==> config.mk <==
export PLATFORM = sky130hd
export DESIGN_NAME = seq_div
export DESIGN_NICKNAME = d
export VERILOG_FILES = /design/src/rtl/seq_div_pkg.sv /design/src/rtl/seq_div_step.sv /design/src/rtl/seq_div.sv
export SDC_FILE = /design/constraint.sdc
export NUM_CORES = 1
export LEC_CHECK = 0
export ABC_AREA = 1
export CAP_MARGIN = 15
export CORE_MARGIN = 2
export CORE_UTILIZATION = 30
export CTS_CLUSTER_SIZE = 28
export DETAILED_ROUTE_END_ITERATION = 10
export PLACE_DENSITY = 0.54
export RECOVER_POWER = 25
export SLEW_MARGIN = 20
export SYNTH_ARGS = -nofsm -noshare
export SYNTH_HDL_FRONTEND = slang
export SYNTH_SLANG_ARGS = --single-unit
==> constraint.sdc <==
create_clock -name Clk -period 3.8 [get_ports Clk]
set_clock_uncertainty 0.2 [all_clocks]
set_input_delay 1.14 -clock Clk [delete_from_list [all_inputs] [get_ports Clk]]
set_output_delay 1.14 -clock Clk [all_outputs]
set_load 0.03 [all_outputs]
==> src/rtl/seq_div_pkg.sv <==
// Shared types and helpers for the seq_div restoring divider.
// The optional macro SEQ_DIV_ZERO_FAST_EN is consumed by seq_div.sv, not here.
package seq_div_pkg;

    localparam int DEF_WIDTH = 64;
    localparam int MAX_W     = 128;

    typedef enum logic [1:0] {
        ST_IDLE = 2'd0,
        ST_CALC = 2'd1,
        ST_FIX  = 2'd2,
        ST_DONE = 2'd3
    } state_t;

    // Operands are zero-extended to MAX_W; callers truncate back to their width.
    function automatic logic [MAX_W-1:0] cond_neg(input logic neg, input logic [MAX_W-1:0] v);
        return neg ? (~v + MAX_W'(1)) : v;
    endfunction

endpackage

==> src/rtl/seq_div_step.sv <==
// One restoring-division step: shift in the next dividend bit, trial-subtract the divisor.
module seq_div_step #(
    parameter int WIDTH = 64
) (
    input  logic [WIDTH:0]   i_p,
    input  logic             i_bit,
    input  logic [WIDTH-1:0] i_dvs,
    output logic [WIDTH:0]   o_p,
    output logic             o_qbit
);

    logic [WIDTH+1:0] w_sh;
    logic [WIDTH+1:0] w_diff;

    // The partial remainder stays below the divisor, so the top bit of w_sh is always 0
    // and the sign of w_diff is a reliable borrow.
    assign w_sh   = {i_p, i_bit};
    assign w_diff = w_sh - (WIDTH+2)'(i_dvs);
    assign o_qbit = ~w_diff[WIDTH+1];
    assign o_p    = o_qbit ? w_diff[WIDTH:0] : w_sh[WIDTH:0];

endmodule

==> src/rtl/seq_div.sv <==
// Sequential radix-2 restoring divider with RISC-V DIV/DIVU/REM/REMU semantics.
// Define SEQ_DIV_ZERO_FAST_EN to let a zero divisor bypass the CALC phase.
module seq_div
    import seq_div_pkg::*;
#(
    parameter int WIDTH = DEF_WIDTH,
    parameter int CNT_W = $clog2(WIDTH) + 1
) (
    input  logic             Clk,
    input  logic             Rst,
    input  logic             L,
    input  logic             sgn,
    input  logic [WIDTH-1:0] dividend,
    input  logic [WIDTH-1:0] divisor,
    output logic [WIDTH-1:0] quotient,
    output logic [WIDTH-1:0] remainder,
    output logic             busy,
    output logic             done
);

    state_t           r_state;
    logic [CNT_W-1:0] r_cnt;
    logic             r_zero;
    logic             r_qneg;
    logic             r_rneg;
    logic [WIDTH-1:0] r_a;
    logic [WIDTH-1:0] r_b;
    logic [WIDTH:0]   r_p;
    logic [WIDTH-1:0] r_quo;
    logic [WIDTH-1:0] r_rem;

    logic [WIDTH:0]   w_p_nxt;
    logic             w_qbit;
    logic             w_zero_in;
    logic [WIDTH-1:0] w_dvd_mag;
    logic [WIDTH-1:0] w_dvs_mag;
    logic [WIDTH-1:0] w_quo_fix;
    logic [WIDTH-1:0] w_rem_fix;

    assign w_zero_in = (divisor == '0);
    assign w_dvd_mag = WIDTH'(cond_neg(sgn & dividend[WIDTH-1], MAX_W'(dividend)));
    assign w_dvs_mag = WIDTH'(cond_neg(sgn & divisor[WIDTH-1], MAX_W'(divisor)));

    // A zero divisor leaves the dividend magnitude in r_p, so re-signing it restores the dividend.
    assign w_quo_fix = r_zero ? '1 : WIDTH'(cond_neg(r_qneg, MAX_W'(r_a)));
    assign w_rem_fix = WIDTH'(cond_neg(r_rneg, MAX_W'(r_p[WIDTH-1:0])));

    seq_div_step #(.WIDTH(WIDTH)) u_step (
        .i_p    (r_p),
        .i_bit  (r_a[WIDTH-1]),
        .i_dvs  (r_b),
        .o_p    (w_p_nxt),
        .o_qbit (w_qbit)
    );

    always_ff @(posedge Clk or negedge Rst) begin
        if (!Rst) begin
            r_state <= ST_IDLE;
            r_cnt   <= '0;
            r_zero  <= 1'b0;
            r_qneg  <= 1'b0;
            r_rneg  <= 1'b0;
            r_a     <= '0;
            r_b     <= '0;
            r_p     <= '0;
            r_quo   <= '0;
            r_rem   <= '0;
        end else begin
            case (r_state)
                ST_IDLE, ST_DONE: begin
                    if (L) begin
                        r_zero  <= w_zero_in;
                        r_qneg  <= sgn & (dividend[WIDTH-1] ^ divisor[WIDTH-1]) & ~w_zero_in;
                        r_rneg  <= sgn & dividend[WIDTH-1];
                        r_a     <= w_dvd_mag;
                        r_b     <= w_dvs_mag;
                        r_p     <= '0;
                        r_cnt   <= CNT_W'(WIDTH);
                        r_state <= ST_CALC;
`ifdef SEQ_DIV_ZERO_FAST_EN
                        if (w_zero_in) begin
                            r_p     <= {1'b0, w_dvd_mag};
                            r_state <= ST_FIX;
                        end
`endif
                    end
                end
                ST_CALC: begin
                    r_p   <= w_p_nxt;
                    r_a   <= {r_a[WIDTH-2:0], w_qbit};
                    r_cnt <= r_cnt - CNT_W'(1);
                    if (r_cnt == CNT_W'(1)) begin
                        r_state <= ST_FIX;
                    end
                end
                ST_FIX: begin
                    r_quo   <= w_quo_fix;
                    r_rem   <= w_rem_fix;
                    r_state <= ST_DONE;
                end
                default: r_state <= ST_IDLE;
            endcase
        end
    end

    assign quotient  = r_quo;
    assign remainder = r_rem;
    assign busy      = (r_state == ST_CALC) || (r_state == ST_FIX);
    assign done      = (r_state == ST_DONE);

endmodule

==> results_dict.tcl, run 1 <==
set metrics [dict create \
    drtAntennaViolNets 0 \
    crit_path_max_fanout 5 \
    core-area_um2 94870 \
    synth_largest_area_cell "dfrtp_1" \
    status "complete, but fails checks" \
    cts_tree "done" \
    cts_max_level 2 \
    synth_seq_cells 333 \
    rsz0062_at_grt "no" \
    pwr_density_cell_nw_per_um2 728.4 \
    antenna_found_initial 0 \
    start_util 0.3019 \
    clk_latency_ns 0.61 \
    worst_ir_drop_vdd_mv 0.4292 \
    hold_path.class "reg -> reg" \
    postCtsSetupRepairBufs 0 \
    r2r_cells 16 \
    synthTopCellsByArea "dfrtp_1 29%, nand2_1 19%, inv_1 9.1%, nor2_1 7.0%, nand3_1 6.9%" \
    final_area_um2 34520 \
    cts_resized 0 \
    whs_endpoint "r_b[17]" \
    period_share 0.9258 \
    track_usage 0.2469 \
    synth_flop_cell "dfrtp_1" \
    viasPerCell 4.986 \
    root_buffer "clkbuf_16" \
    syn_area_um2 28640 \
    dp_hpwl_mm 100.4 \
    grt_pass1_wl_mm 185.5 \
    synth-edff-count 0 \
    synth.yosys.seq_area_share 0.2909 \
    drv_slew 39 \
    drtIter0Drc 2886 \
    hold_viol 0 \
    dieWidth_um 313.0 \
    holdPathStages 2 \
    fin_nets 5147 \
    p_leak_nw 17.24 \
    p_total_mw 25.14 \
    vias 31100 \
    post_drt_wl_per_cell_um 19.72 \
    finalSetupViolations 0 \
    row_count 113 \
    route.detailed.drc 0 \
    cts_sinks 333 \
    synth_cells 4682 \
    r2r_start "r_a[63]" \
    cts_buffers 42 \
    yosysWarningCount 0 \
    hold_buffers 0 \
    path_class "reg -> out" \
    max_freq_mhz 284.2 \
    final_common_cell "nand2_1" \
    layout_common_cells "1432 x nand2_1, 692 x inv_1, 531 x nor2_1, 394 x nand3_1, 331 x dfrtp_1" \
    syn_nets 4889 \
    grt_max_degree 87 \
    fin_cells 6237 \
    fin_setup_tns_ns 0 \
    end_kind "output port" \
    start_kind "register" \
    routabilityCongestion 0.9937 \
    place_area_um2 33140 \
    syn2layout_area_growth_pct 20.49 \
    cts.clk_slew.worst_paths_ns 0.06 \
    dp.cells 6161 \
    avgSynthCellArea_um2 6.118 \
    grt-ovfl-total 0 \
    antenna_cells 0 \
    die_y_um 313.0 \
    synth_cell_types 45 \
    holdWs_ns 0.2827 \
    dp_slack_ns -0.07469 \
    dieArea_um2 97970 \
    min_from "r_b[17]" \
    yosysTopAreaCellShare 0.2909 \
    ios 262 \
    slew_headroom -0.8320 \
    violations "max-capacitance violations, max-slew violations" \
    nFillCells 10470 \
    first_pass_iters 6 \
    grt_pass1_vias 29260 \
    regToRegEndpoint "r_p[32]" \
    final_util 0.3638 \
    async_flop_share 1.000 \
    portBuffers 261 \
    drive_gt1_frac 0.05712 \
    rrSetupSlack_ns 0.47 \
    finalWirelength_mm 123.0 \
    crit_required_ns 2.46 \
    cts_buffer_depth 3 \
    period_minus_slack_ns 3.518 \
    drv_cap 1 \
    timing.final.ws_setup_ns 0.2819 \
    cp.arrival_ns 2.18 \
    tightest_slew_ns 2.748 \
]
-- worst max-delay path by stage --
stage / start / to / slack [ns] / cells past startpoint
after floorplan: divisor[1] / r_b[54] / 0.87 / 12
after CTS: r_state[0] / busy / 0.25 / 4
after global placement: dividend[28] / r_a[55] / -0.17 / 13
after global routing: Rst / r_cnt[1] / 0.16 / 1
final: r_state[0] / busy / 0.28 / 4
after detailed placement: dividend[28] / r_a[55] / -0.07 / 13
-- logic make-up after synthesis --
logic type,count (synthesis),share of synthesized area
compound gates,567,0.1073
flops,333,0.2909
xor+xnor,164,0.05014
simple gates,2673,0.3993
fa+ha+maj,75,0.03302
buf+inv,870,0.1193
-- layer usage --
metal  global-route usage  wire length [um]  vias to the layer above  share of wire
met3              0.02746              7233                      163          0.059
met5                    0                 0                        -              0
met1               0.3657             59590                    14460           0.48
li1                     -                 -                    15450              -
met4              0.06970              3670                        0          0.030
met2               0.3769             52510                     1028           0.43
-- worst max-delay path, stage by stage (launching register included) --
cell and delay (ns):
dfrtp_1 0.44, inv_1 0.11, ha_4 0.28, inv_1 0.08, clkdlybuf4s50_1 0.67
-- final cells by class --
cell class                      count  area [um2]  share of cell area
Clock buffer                       59        1185             0.03433
Clock inverter                     17       201.4            0.005836
Inverter                          721        2708             0.07845
Multi-Input combinational cell   3479       16930              0.4905
Sequential cell                   333        8335              0.2415
Tap cell                         1265        1583             0.04586
Timing Repair Buffer              363        3572              0.1035
-- cells in the mapped netlist (18+ instances only) --
| library cell | count |
|---|---|
| xor2_1 | 128 |
| nor4_1 | 28 |
| inv_2 | 18 |
| xnor2_1 | 36 |
| nand3_2 | 27 |
| nor3_1 | 60 |
| nand3b_1 | 28 |
| ha_1 | 74 |
| nand3_1 | 394 |
| nor2_1 | 532 |
| o211ai_1 | 38 |
| a21oi_1 | 135 |
| or2_2 | 21 |
| a31oi_1 | 47 |
| buf_1 | 21 |
| inv_1 | 696 |
| o21ai_0 | 301 |
| nand2_1 | 1433 |
| dfrtp_1 | 333 |
| nand4_1 | 97 |
| o22ai_1 | 19 |
| clkbuf_1 | 96 |
-- power by group --
| part | internal (mW) | switching (mW) |
|---|---|---|
| logic | 4.67 | 10.2 |
| clock network | 2.34 | 1.75 |
| registers | 4.97 | 1.21 |
| total | 12.0 | 13.2 |
-- state kept, by name (all words and copies together), names as in the netlist --
signal	cells
quotient	64
r_a	64
r_b	64
r_cnt	7
r_p	65
r_qneg	1
r_rneg	1
r_state	2
r_zero	1
remainder	64
Power figures use the tool's default switching activity.
==> inputs of run 2 (changes only) <==
--- a/config.mk
+++ b/config.mk
@@ -6,13 +6,14 @@
 export NUM_CORES = 1
 export LEC_CHECK = 0
 export ABC_AREA = 1
-export CAP_MARGIN = 15
+export CAP_MARGIN = 20
 export CORE_MARGIN = 2
 export CORE_UTILIZATION = 30
 export CTS_CLUSTER_SIZE = 28
 export DETAILED_ROUTE_END_ITERATION = 10
 export PLACE_DENSITY = 0.54
 export RECOVER_POWER = 25
+export SKIP_LAST_GASP = 1
 export SLEW_MARGIN = 20
 export SYNTH_ARGS = -nofsm -noshare
 export SYNTH_HDL_FRONTEND = slang
==> results of run 2 <==
No change in the layout: final DEF, timing and power equal those of run 1.
==> inputs of run 3 (changes only) <==
==> constraint.sdc (replaced) <==
create_clock -name Clk -period 3.8 [get_ports Clk]
set_clock_uncertainty 0.2 [all_clocks]
set_input_delay 0.76 -clock Clk [delete_from_list [all_inputs] [get_ports Clk]]
set_output_delay 0.76 -clock Clk [all_outputs]
set_load 0.03 [all_outputs]
==> run 3 against run 2 <==
Net effect:
- the flow still finishes with violations (max-capacitance violations, max-slew violations)
- power is 0.41% lower
- design area shrank 0.95%
- cell count shrank 0.59%
- core utilization is 0.35 points lower
- combinational power is essentially flat
- clock power grew 2%
- count of clock-buffer cells in the layout increased by 2
- largest cell class unchanged
- highest routed layer unchanged
==> results_dict.tcl, run 3 (same netlist as run 1, synthesis figures left out) <==
set metrics [dict create \
    grt_use_met1 0.3618 \
    cts_buffers 43 \
    grt_use_met2 0.3688 \
    portBuffers 261 \
    path_class "reg -> reg" \
    die_y_um 313.0 \
    cp.arrival_ns 3.64 \
    start_util 0.3019 \
    grt_max_degree 105 \
    worst_ir_drop_vdd_mv 0.4258 \
    layout_common_cells "1432 x nand2_1, 692 x inv_1, 531 x nor2_1, 394 x nand3_1, 331 x dfrtp_1" \
    dp.cells 6121 \
    pwr_density_cell_nw_per_um2 732.4 \
    antenna_found_initial 1 \
    drv_cap 1 \
    cts_max_level 2 \
    r2r_start "r_p[43]" \
    crit_start "r_p[43]" \
    status "complete, but fails checks" \
    multiInputGateArea_um2 16930 \
    first_pass_iters 5 \
    dieArea_um2 97970 \
    finalSetupViolations 0 \
    fin_cells 6200 \
    drive_gt1_frac 0.05025 \
    cp_slowest_stage_delay_ns 0.64 \
    grt_busiest_layer "met2" \
    finalWirelength_mm 122.3 \
    nFillCells 10510 \
    dp_hpwl_mm 99.61 \
    final_common_cell "nand2_1" \
    root_buffer "clkbuf_16" \
    critPathMostFrequentCell "nand2_1" \
    start_kind "register" \
    hold_path.class "reg -> reg" \
    tightest_slew_ns 1.568 \
    end_kind "register" \
    row_count 113 \
    cts_tree "done" \
    dieWidth_um 313.0 \
    regToRegEndpoint "r_p[22]" \
    crit_chain "ha_1, nand2_2, inv_2, nand2_1, nand2_1, nand2_1, nand2_1, a21oi_2, nor2_2, nor2_4, nand2_4, nand2_2, buf_12, nand3_1, nand3_1, nand2_1" \
    p_leak_nw 17.07 \
    track_usage 0.2454 \
    cts_buffer_depth 3 \
    drv_slew 57 \
    crit_required_ns 4.07 \
    grt_pass1_vias 29440 \
    core-area_um2 94870 \
    vias 31130 \
    clk_latency_ns 0.62 \
    crit_slowest_cell "dfrtp_1" \
    rrSetupSlack_ns 0.43 \
    post_drt_wl_per_cell_um 19.73 \
    cts.clk_slew.worst_paths_ns 0.06 \
    cts_sinks 333 \
    endpoint "r_p[22]" \
    registers.top_by_ff_count "r_p" \
    min_from "r_b[6]" \
    hold_viol 0 \
    fin_nets 5109 \
    routabilityCongestion 0.9736 \
    largest_reg_flops 65 \
    slew_headroom -0.04527 \
    antenna_cells 0 \
    postCtsSetupRepairBufs 0 \
    violations "max-capacitance violations, max-slew violations" \
    rsz0062_at_grt "no" \
    seqCellArea_um2 8335 \
    syn2layout_area_growth_pct 19.35 \
    drtAntennaViolNets 0 \
    crit_path_max_fanout 66 \
    ios 262 \
    period_share 0.8875 \
    holdWs_ns 0.2772 \
    route.detailed.drc 0 \
    grt-ovfl-total 0 \
    drtIter0Drc 3119 \
    viasPerCell 5.020 \
    period_minus_slack_ns 3.373 \
    fin_setup_tns_ns 0 \
    met3_usage 0.02706 \
    hold_buffers 1 \
    cts_resized 0 \
    r2r_cells 16 \
    max_freq_mhz 296.5 \
    grt_pass1_wl_mm 184.9 \
]
## run 3: through the flow
| stage | setup WS (ns) | util | instance area (um2) | total power, mW |
|---|---|---|---|---|
| after floorplan | 1.254 | - | 28650 | 14.96 |
| after global placement | 0.3120 | 0.3456 | 32790 | 20.68 |
| after detailed placement | 0.3298 | 0.3456 | 32790 | 20.76 |
| after CTS | 0.5375 | 0.3609 | 34230 | 25.04 |
| after global routing | 0.2970 | 0.3604 | 34190 | 26.87 |
| final | 0.4274 | 0.3604 | 34190 | 25.04 |
## run 3: power breakdown
group          internal (mW)  switching (mW)
clock                   2.40            1.78
sequential              4.97            1.21
combinational           4.56            10.1
total                   11.9            13.1
## run 3: how the worst min path moves through the flow
stage	to	slack, ns	depth (start not counted)
after detailed placement	remainder[49]	0.27	2
after CTS	r_a[1]	0.28	2
final	r_b[6]	0.28	2
after global routing	remainder[52]	0.30	2
after floorplan	r_b[60]	0.25	2
after global placement	r_b[60]	0.27	2
## run 3: metal layers
| metal | part of all wire | vias to the layer above |
|---|---|---|
| met5 | 0 | - |
| met4 | 0.040 | 0 |
| met3 | 0.061 | 172 |
| met2 | 0.42 | 1111 |
| met1 | 0.48 | 14510 |
| li1 | - | 15330 |
## run 3: area by class of cell
| type | count | area share |
|---|---|---|
| clock inverter | 17 | 0.005270 |
| sequential | 333 | 0.2438 |
| tap | 1265 | 0.04630 |
| clock buffer | 61 | 0.03667 |
| timing repair buffer | 324 | 0.09347 |
| inverter | 721 | 0.07920 |
| multi-input combinational | 3479 | 0.4953 |
## run 3: worst max-delay path: cells and delay by family (launching register included)
kind,cells,cell delay (ns)
compound gates,1,0.28
fa+ha+maj,1,0.43
buf+inv,2,0.31
flops,1,0.64
simple gates,12,1.25
